--- src/rtl/systolic_drain_ctrl.sv ---
// Drain sequencer for a systolic array: issues row shifts, then re-aligns them
// with the lane-0 deskew latency to produce output-buffer writes.
module systolic_drain_ctrl #(
  parameter int ARRAY      = 32,
  parameter int ADDR_WIDTH = 10,
  parameter int CNT_WIDTH  = 16
) (
  input  logic                  clk,
  input  logic                  reset,
  input  logic                  start,
  input  logic [CNT_WIDTH-1:0]  num_rows,
  input  logic [ADDR_WIDTH-1:0] base_addr,
  input  logic                  pause,
  output logic                  drain_en,
  output logic                  mem_wr_en,
  output logic [ADDR_WIDTH-1:0] mem_wr_addr,
  output logic                  busy,
  output logic                  done
);

  localparam int FW = (ARRAY > 1) ? $clog2(ARRAY) : 1;
  localparam logic [FW-1:0]        FLUSH_LAST = FW'(ARRAY - 1);
  localparam logic [CNT_WIDTH-1:0] CNT_ONE    = CNT_WIDTH'(1);

  typedef enum logic [1:0] {IDLE, DRAIN, FLUSH, DONE} state_e;

  typedef struct packed {
    logic [CNT_WIDTH-1:0]  rows;
    logic [ADDR_WIDTH-1:0] base;
  } job_t;

  state_e                state_q, state_d;
  job_t                  job_q;
  logic [CNT_WIDTH-1:0]  issued_q, issued_d;
  logic [ADDR_WIDTH-1:0] addr_q, addr_d;
  logic [FW-1:0]         flush_q, flush_d;
  logic [ARRAY-1:0]      vld_q;

  logic start_ok;
  logic last_row;

  assign start_ok = start && (state_q == IDLE);
  assign last_row = ((issued_q + CNT_ONE) == job_q.rows);

  // State register
  always_ff @(posedge clk) begin
    if (reset) state_q <= IDLE;
    else       state_q <= state_d;
  end

  // Next-state logic
  always_comb begin
    state_d = state_q;
    case (state_q)
      IDLE:  if (start) state_d = (num_rows == '0) ? DONE : DRAIN;
      DRAIN: if (drain_en && last_row) state_d = FLUSH;
      FLUSH: if (flush_q == FLUSH_LAST) state_d = DONE;
      DONE:  state_d = IDLE;
      default: state_d = IDLE;
    endcase
  end

  // Outputs; drain_en is gated by reset so a row shifted during reset is never lost silently
  always_comb begin
    drain_en = 1'b0;
    busy     = 1'b0;
    done     = 1'b0;
    case (state_q)
      IDLE:  busy = 1'b0;
      DRAIN: begin
        busy     = 1'b1;
        drain_en = !pause && !reset && (issued_q != job_q.rows);
      end
      FLUSH: busy = 1'b1;
      DONE: begin
        busy = 1'b1;
        done = 1'b1;
      end
      default: busy = 1'b0;
    endcase
  end

  always_comb begin
    issued_d = issued_q;
    addr_d   = addr_q;
    flush_d  = '0;
    if (start_ok) begin
      issued_d = '0;
      addr_d   = base_addr;
    end else begin
      if (drain_en)  issued_d = issued_q + CNT_ONE;
      if (mem_wr_en) addr_d   = addr_q + ADDR_WIDTH'(1);
    end
    if (state_q == FLUSH) flush_d = flush_q + FW'(1);
  end

  always_ff @(posedge clk) begin
    if (reset) begin
      job_q    <= '0;
      issued_q <= '0;
      addr_q   <= '0;
      flush_q  <= '0;
    end else begin
      if (start_ok) begin
        job_q.rows <= num_rows;
        job_q.base <= base_addr;
      end
      issued_q <= issued_d;
      addr_q   <= addr_d;
      flush_q  <= flush_d;
    end
  end

  // Valid pipeline mirroring the lane-0 deskew depth
  genvar gi;
  generate
    for (gi = 0; gi < ARRAY; gi++) begin : g_vld
      always_ff @(posedge clk) begin
        if (reset)        vld_q[gi] <= 1'b0;
        else if (gi == 0) vld_q[gi] <= drain_en;
        else              vld_q[gi] <= vld_q[(gi == 0) ? 0 : gi - 1];
      end
    end
  endgenerate

  assign mem_wr_en   = vld_q[ARRAY-1];
  assign mem_wr_addr = addr_q;

endmodule

--- config.mk ---
export PLATFORM = sky130hd
export DESIGN_NAME = systolic_drain_ctrl
export DESIGN_NICKNAME = d
export VERILOG_FILES = /design/src/rtl/systolic_drain_ctrl.sv
export SDC_FILE = /design/constraint.sdc
export NUM_CORES = 1
export LEC_CHECK = 0
export CAP_MARGIN = 40
export CORE_MARGIN = 5
export CORE_UTILIZATION = 55
export DETAILED_ROUTE_END_ITERATION = 16
export GPL_TIMING_DRIVEN = 0
export PLACE_DENSITY = 0.82
export SLEW_MARGIN = 20
export SYNTH_ARGS = -nofsm -noshare
export SYNTH_HDL_FRONTEND = slang
export SYNTH_SLANG_ARGS = --single-unit
--- constraint.sdc ---
create_clock -name clk -period 2.73 [get_ports clk]
set_input_delay 0.4095 -clock clk [delete_from_list [all_inputs] [get_ports clk]]
set_output_delay 0.4095 -clock clk [all_outputs]
set_load 0.005 [all_outputs]
After elaboration in Yosys (flattened, before gate mapping)
Cells that the tools add are included.

operators by class
  add/subtract/negate cells = 3
  eq/ne operators = 9
  muxes and demuxes = 10
  bitwise gates (word level) = 1
  reductions and logical operators = 13

operator list
  operator                                              count
  2-to-1 mux 10 bit                                     2
  adder 16 x 1 -> 16 bit (second input constant)        1
  equality test 16 bit                                  1
  zero test 16 bit                                      1
  != test 16 bit                                        1
  adder 10 x 1 -> 10 bit (second input constant)        1
  2-to-1 mux 2 bit                                      4
  case mux 2 bit (4 select lines)                       1
  != test 2 bit (second input constant)                 3
  adder 5 x 1 -> 5 bit (second input constant)          1
  equality test 5 bit (second input constant)           1
  equality test 2 bit (second input constant)           2
  logical AND 1 bit                                     4
  OR reduction 2 bit                                    2
  AND reduction 3 bit                                   1
  OR reduction 3 bit                                    1
  equality test 2 x 1 -> 1 bit (second input constant)  1
  zero test 1 bit                                       2
  zero test 2 bit                                       1
  2-to-1 mux 1 bit                                      2
  case mux 1 bit (2 select lines)                       1
  nonzero test 2 bit                                    1
  inverter 1 bit                                        1

storage, ports and cells
  register bits after elaboration = 81
  logic and storage cells = 73

Longest topological paths before layout
  depth in word-level cells = 7
  gate-level depth with buffers = 10
  gate-level depth less buffers = 9

Worst setup path before layout
Ideal clock, no wire load.

  path type = flip-flop to flip-flop
  start = reg flush_q[0]
  end = reg state_q[1]
  setup time = 123 ps
  arrival = 2324 ps
  slack = 283 ps
  cell stages (with the launch flop) = 10
  path buffers = 0
  cells stage by stage = dfxtp_1 ha_1 and3_1 ha_1 o22ai_1 or4_1 nor4_2 nand4_1 o32ai_2 mux2_1

between the ends
  longest elaborated chain between the ends = 3

ends and longest elaborated chain
  what                           RTL line  RTL
  start, declared                36        logic [FW-1:0] flush_q, flush_d;
  start signal, assigned         110       flush_q <= flush_d;
  equality test 5 bit            57        FLUSH: if (flush_q == FLUSH_LAST) state_d = DONE;
  != test 2 bit (no line)        -
  AND reduction 3 bit (no line)  -
  end signal, assigned           48        else state_q <= state_d;
  end, declared                  32        state_e state_q, state_d;

Every way passes these cells.
A chain may end at the register's enable or synchronous reset.

Final worst setup path
  start = reg issued_q[0]
  end = reg state_q[1]

between the ends
  longest elaborated chain between the ends = 6
  elaborated cells on any way between the ends = 8

ends and longest elaborated chain
  what                                                                            RTL line  RTL
  start, declared                                                                 34        logic [CNT_WIDTH-1:0] issued_q, issued_d;
  start signal, assigned                                                          108       issued_q <= issued_d;
  parallel branches: the longest is 3 deep, another holds adder 16 x 1 -> 16 bit  -
  logical AND 1 bit *                                                             56        DRAIN: if (drain_en && last_row) state_d = FLUSH;
  != test 2 bit (no line) *                                                       -
  AND reduction 3 bit (no line) *                                                 -

Mark *: on every way between the ends.

==> impl_results.md <==
* Status: completed
* IO Pins at 44
* Tot GR Track Use at 19.1%
* WL final at 7500 um
* Final HPWL DP at 5640 um
* Area Growth Syn to Fin at 22.6%
* Count leader, synth: dfxtp_1
* Die Y at 90.8 um
* Area contributors post-synth: dfxtp_1 45%, xor2_1 9.3%, nor2b_1 5.6%
* Syn Nets at 440
* Post-synthesis compound-gate area fraction at 8.67%
* Met3 Track Usage GR at 4.00%
* TritonCTS Buffers at 9
* Fmax at 0.387 GHz
* Reg2reg start: issued_q[0]$_SDFFE_PP0P_
* Top delay family on crit path: simple AND/OR/NAND/NOR gates
* Final ANT Viol Nets at 0
* Core area at 6350 um^2
* Routability cong. at 0.882
* Design area at 4410 um^2
* CP Capture Type: flip-flop
* Register area share after synthesis at 45.1%
* Power density cells at 658 nW/um^2
* DRT Pass-1 Iters at 4
* Syn. warnings at 0
* Sink Count at 81
* Worst-Margin Slew at 0.455 ns
* R2R depth at 8
* Hold_buf cts at 0
* Vias/cell at 5.29
* Die ar. at 8250 um^2
* Setup CP Type: reg -> reg
* Crit path required time at 2.98 ns
* Dpl cell area at 4110 um^2
* Vias in the first global route at 2846
* CTS tree: yes
* Arr. time, crit path at 2.83 ns
* Worst vdd ir at 0.000528 V
* Final Hold Violating Endpoints at 0
* Nets at 494
* Drt drc at 0
* Total gr overflow at 0
* N_diodes at 0
* CP cell instances: ha_2 > and3_4 > a21boi_0 > or4_4 > nor4_2 > nand4_1 > o32ai_4 > mux2_4
* CP startpoint kind: flip-flop
* Area leader, netlist: dfxtp_1
* Routed vias at 2843
* Initial antenna violation count at 0
* Cell count after synthesis at 401
* Post-synth top area share at 45.1%
* Hold_sp: flush_q[0]$_SDFF_PP0_
* # fillers at 477
* Yosys reg bits at 81
* Worst skew pair latency at 0.35 ns
* Main combinational cell family by area after synthesis: simple AND/OR/NAND/NOR gates
* Top_reg_cell synth: dfxtp_1
* Synth Cell Area at 3590 um^2
* Hold path depth at 1
* Most instantiated cells after synthesis: 81 x dfxtp_1, 49 x nand2_1, 38 x xor2_1
* Unrepaired setup endpoints after global routing: false
* Clock buffer depth at 2
* Pins Over Slew Limit at 0
* Number of flops mapped to enable cells by yosys at 0
* Mean Syn Cell Area at 8.96 um^2
* Clk slew on worst S/H paths at 0.08 ns
* Layout cell share with drive strength beyond 1 at 10.0%
* Post-synthesis mux area share at 2.09%
* Crit path time final at 2.58 ns
* Slew Limit Headroom at 69.7%
* Synth Area in Adders at 3.13%
* Ys async rst share at 0%
* Final Util at 69.4%
* Hold crit path type: reg -> reg
* Final-report setup violation count at 0
* Synth Area in XOR/XNOR at 11.5%
* Largest net degree at the start of global routing at 17
* Top fanout value on the critical path at 6
* Chip Width at 90.8 um
* M2 GR Usage at 30.8%
* Tot Pwr at 2.90 mW
* Global-route met1 utilization at 24.5%
* Clock skew at 0.00579 ns
* CP max stage cell: or4_4
* Clk root buf: clkbuf_8
* Global-route wire length before repair at 12900 um
* Worst hold slack at 0.422 ns
* Routed wire length per instance at 14.0 um
* Fin crit share at 94.6%
* CP Buf/Inv Count at 0
* H-tree Lvls at 3
* Max-Cap Viols at 0
* Busiest metal layer after global routing: met2
* Slowest Stage Delay on Critical Path at 0.52 ns
* Iteration-0 DRC count of the detailed router at 127
* Port Buffer Count at 42
* Simple-gate share of the synthesized area at 25.0%
* Leakage at 1.78 nW
* Initial Util at 56.6%
* Critical path depth at 8
* Row count at 29
* Critical Path Source: issued_q[0]$_SDFFE_PP0P_
* Post-synthesis cell type count at 46
==> final cells by class <==
cell class | instances | area [um^2] | area share (%)
Clock inverter | 7 | 86.3 | 1.96
Sequential cell | 81 | 1630 | 37.0
Tap cell | 77 | 96.3 | 2.19
Inverter | 12 | 45.0 | 1.02
Buffer | 23 | 118 | 2.67
Clock buffer | 9 | 124 | 2.81
Multi-Input combinational cell | 283 | 1860 | 42.2
Timing Repair Buffer | 45 | 445 | 10.1
==> sequential cells by signal, summed over array words and instances (netlist names) <==
register,count
job_q,16
state_q,2
mem_wr_addr,10
flush_q,5
vld_q,31
issued_q,16
mem_wr_en,1
==> logic make-up (layout without fill, tap and decap cells) <==
family,count (synthesis),count (layout)
muxes,6,6
AOI/OAI and AO/OA,48,48
DFF,81,81
and+or+nand+nor,173,173
xor gates and xnor gates,47,47
adders and majority gates,9,9
buffers and inverters,37,96
==> final timing paths <==
path / endpoint / slack (ns)
max: state_q[1]$_SDFFE_PP0P_ / 0.15
min: flush_q[0]$_SDFF_PP0_ / 0.42
max reg2reg: state_q[1]$_SDFFE_PP0P_ / 0.15
min reg2reg: flush_q[0]$_SDFF_PP0_ / 0.42
==> per-layer routing <==
| metal | share of wire (%) | routed length, um |
|---|---|---|
| met1 | 46 | 3430 |
| met2 | 48 | 3630 |
| met3 | 4.0 | 298 |
| met4 | 1.9 | 144 |
| met5 | 0 | 0 |
==> cells in the final DEF, fill, tap and decap left out, types with 3 or more instances in the layout <==
cell,count
a211oi_1,11
a21oi_1,21
and2_1,3
and3_1,9
and4_1,5
buf_2,4
buf_4,6
clkbuf_1,13
clkbuf_8,9
clkdlybuf4s50_1,41
dfxtp_1,78
ha_1,8
inv_1,12
mux2i_1,3
nand2_1,49
nand2b_1,5
nand3_1,4
nand4_1,10
nor2_1,37
nor2b_1,32
nor4_1,6
nor4_2,3
o21ai_0,4
xnor2_1,9
xor2_1,37
==> metrics by stage <==
step	TNS [ns]	std cells	setup slack (ns)
final	0	537	0.148
after CTS	0	535	0.00416
after global routing	0	537	0.0134
after detailed placement	-0.160	520	-0.0841
after global placement	-0.126	520	-0.0679
after floorplan	0	401	0.283
==> report_power, final <==
group          leakage [nW]  switching [mW]  internal (mW)
clock                 0.104           0.463          0.441
combinational          1.01           0.334          0.323
sequential            0.660          0.0789           1.26
total                  1.78           0.876           2.03
==> timing repair <==
| action | 4_1_cts | 5_1_grt |
|---|---|---|
| buffers inserted | 1 | 2 |
| pin swaps | 7 | 4 |
| resized for setup | 7 | 12 |
| setup endpoints to repair | 2 | 3 |
Power figures use the tool's default switching activity.
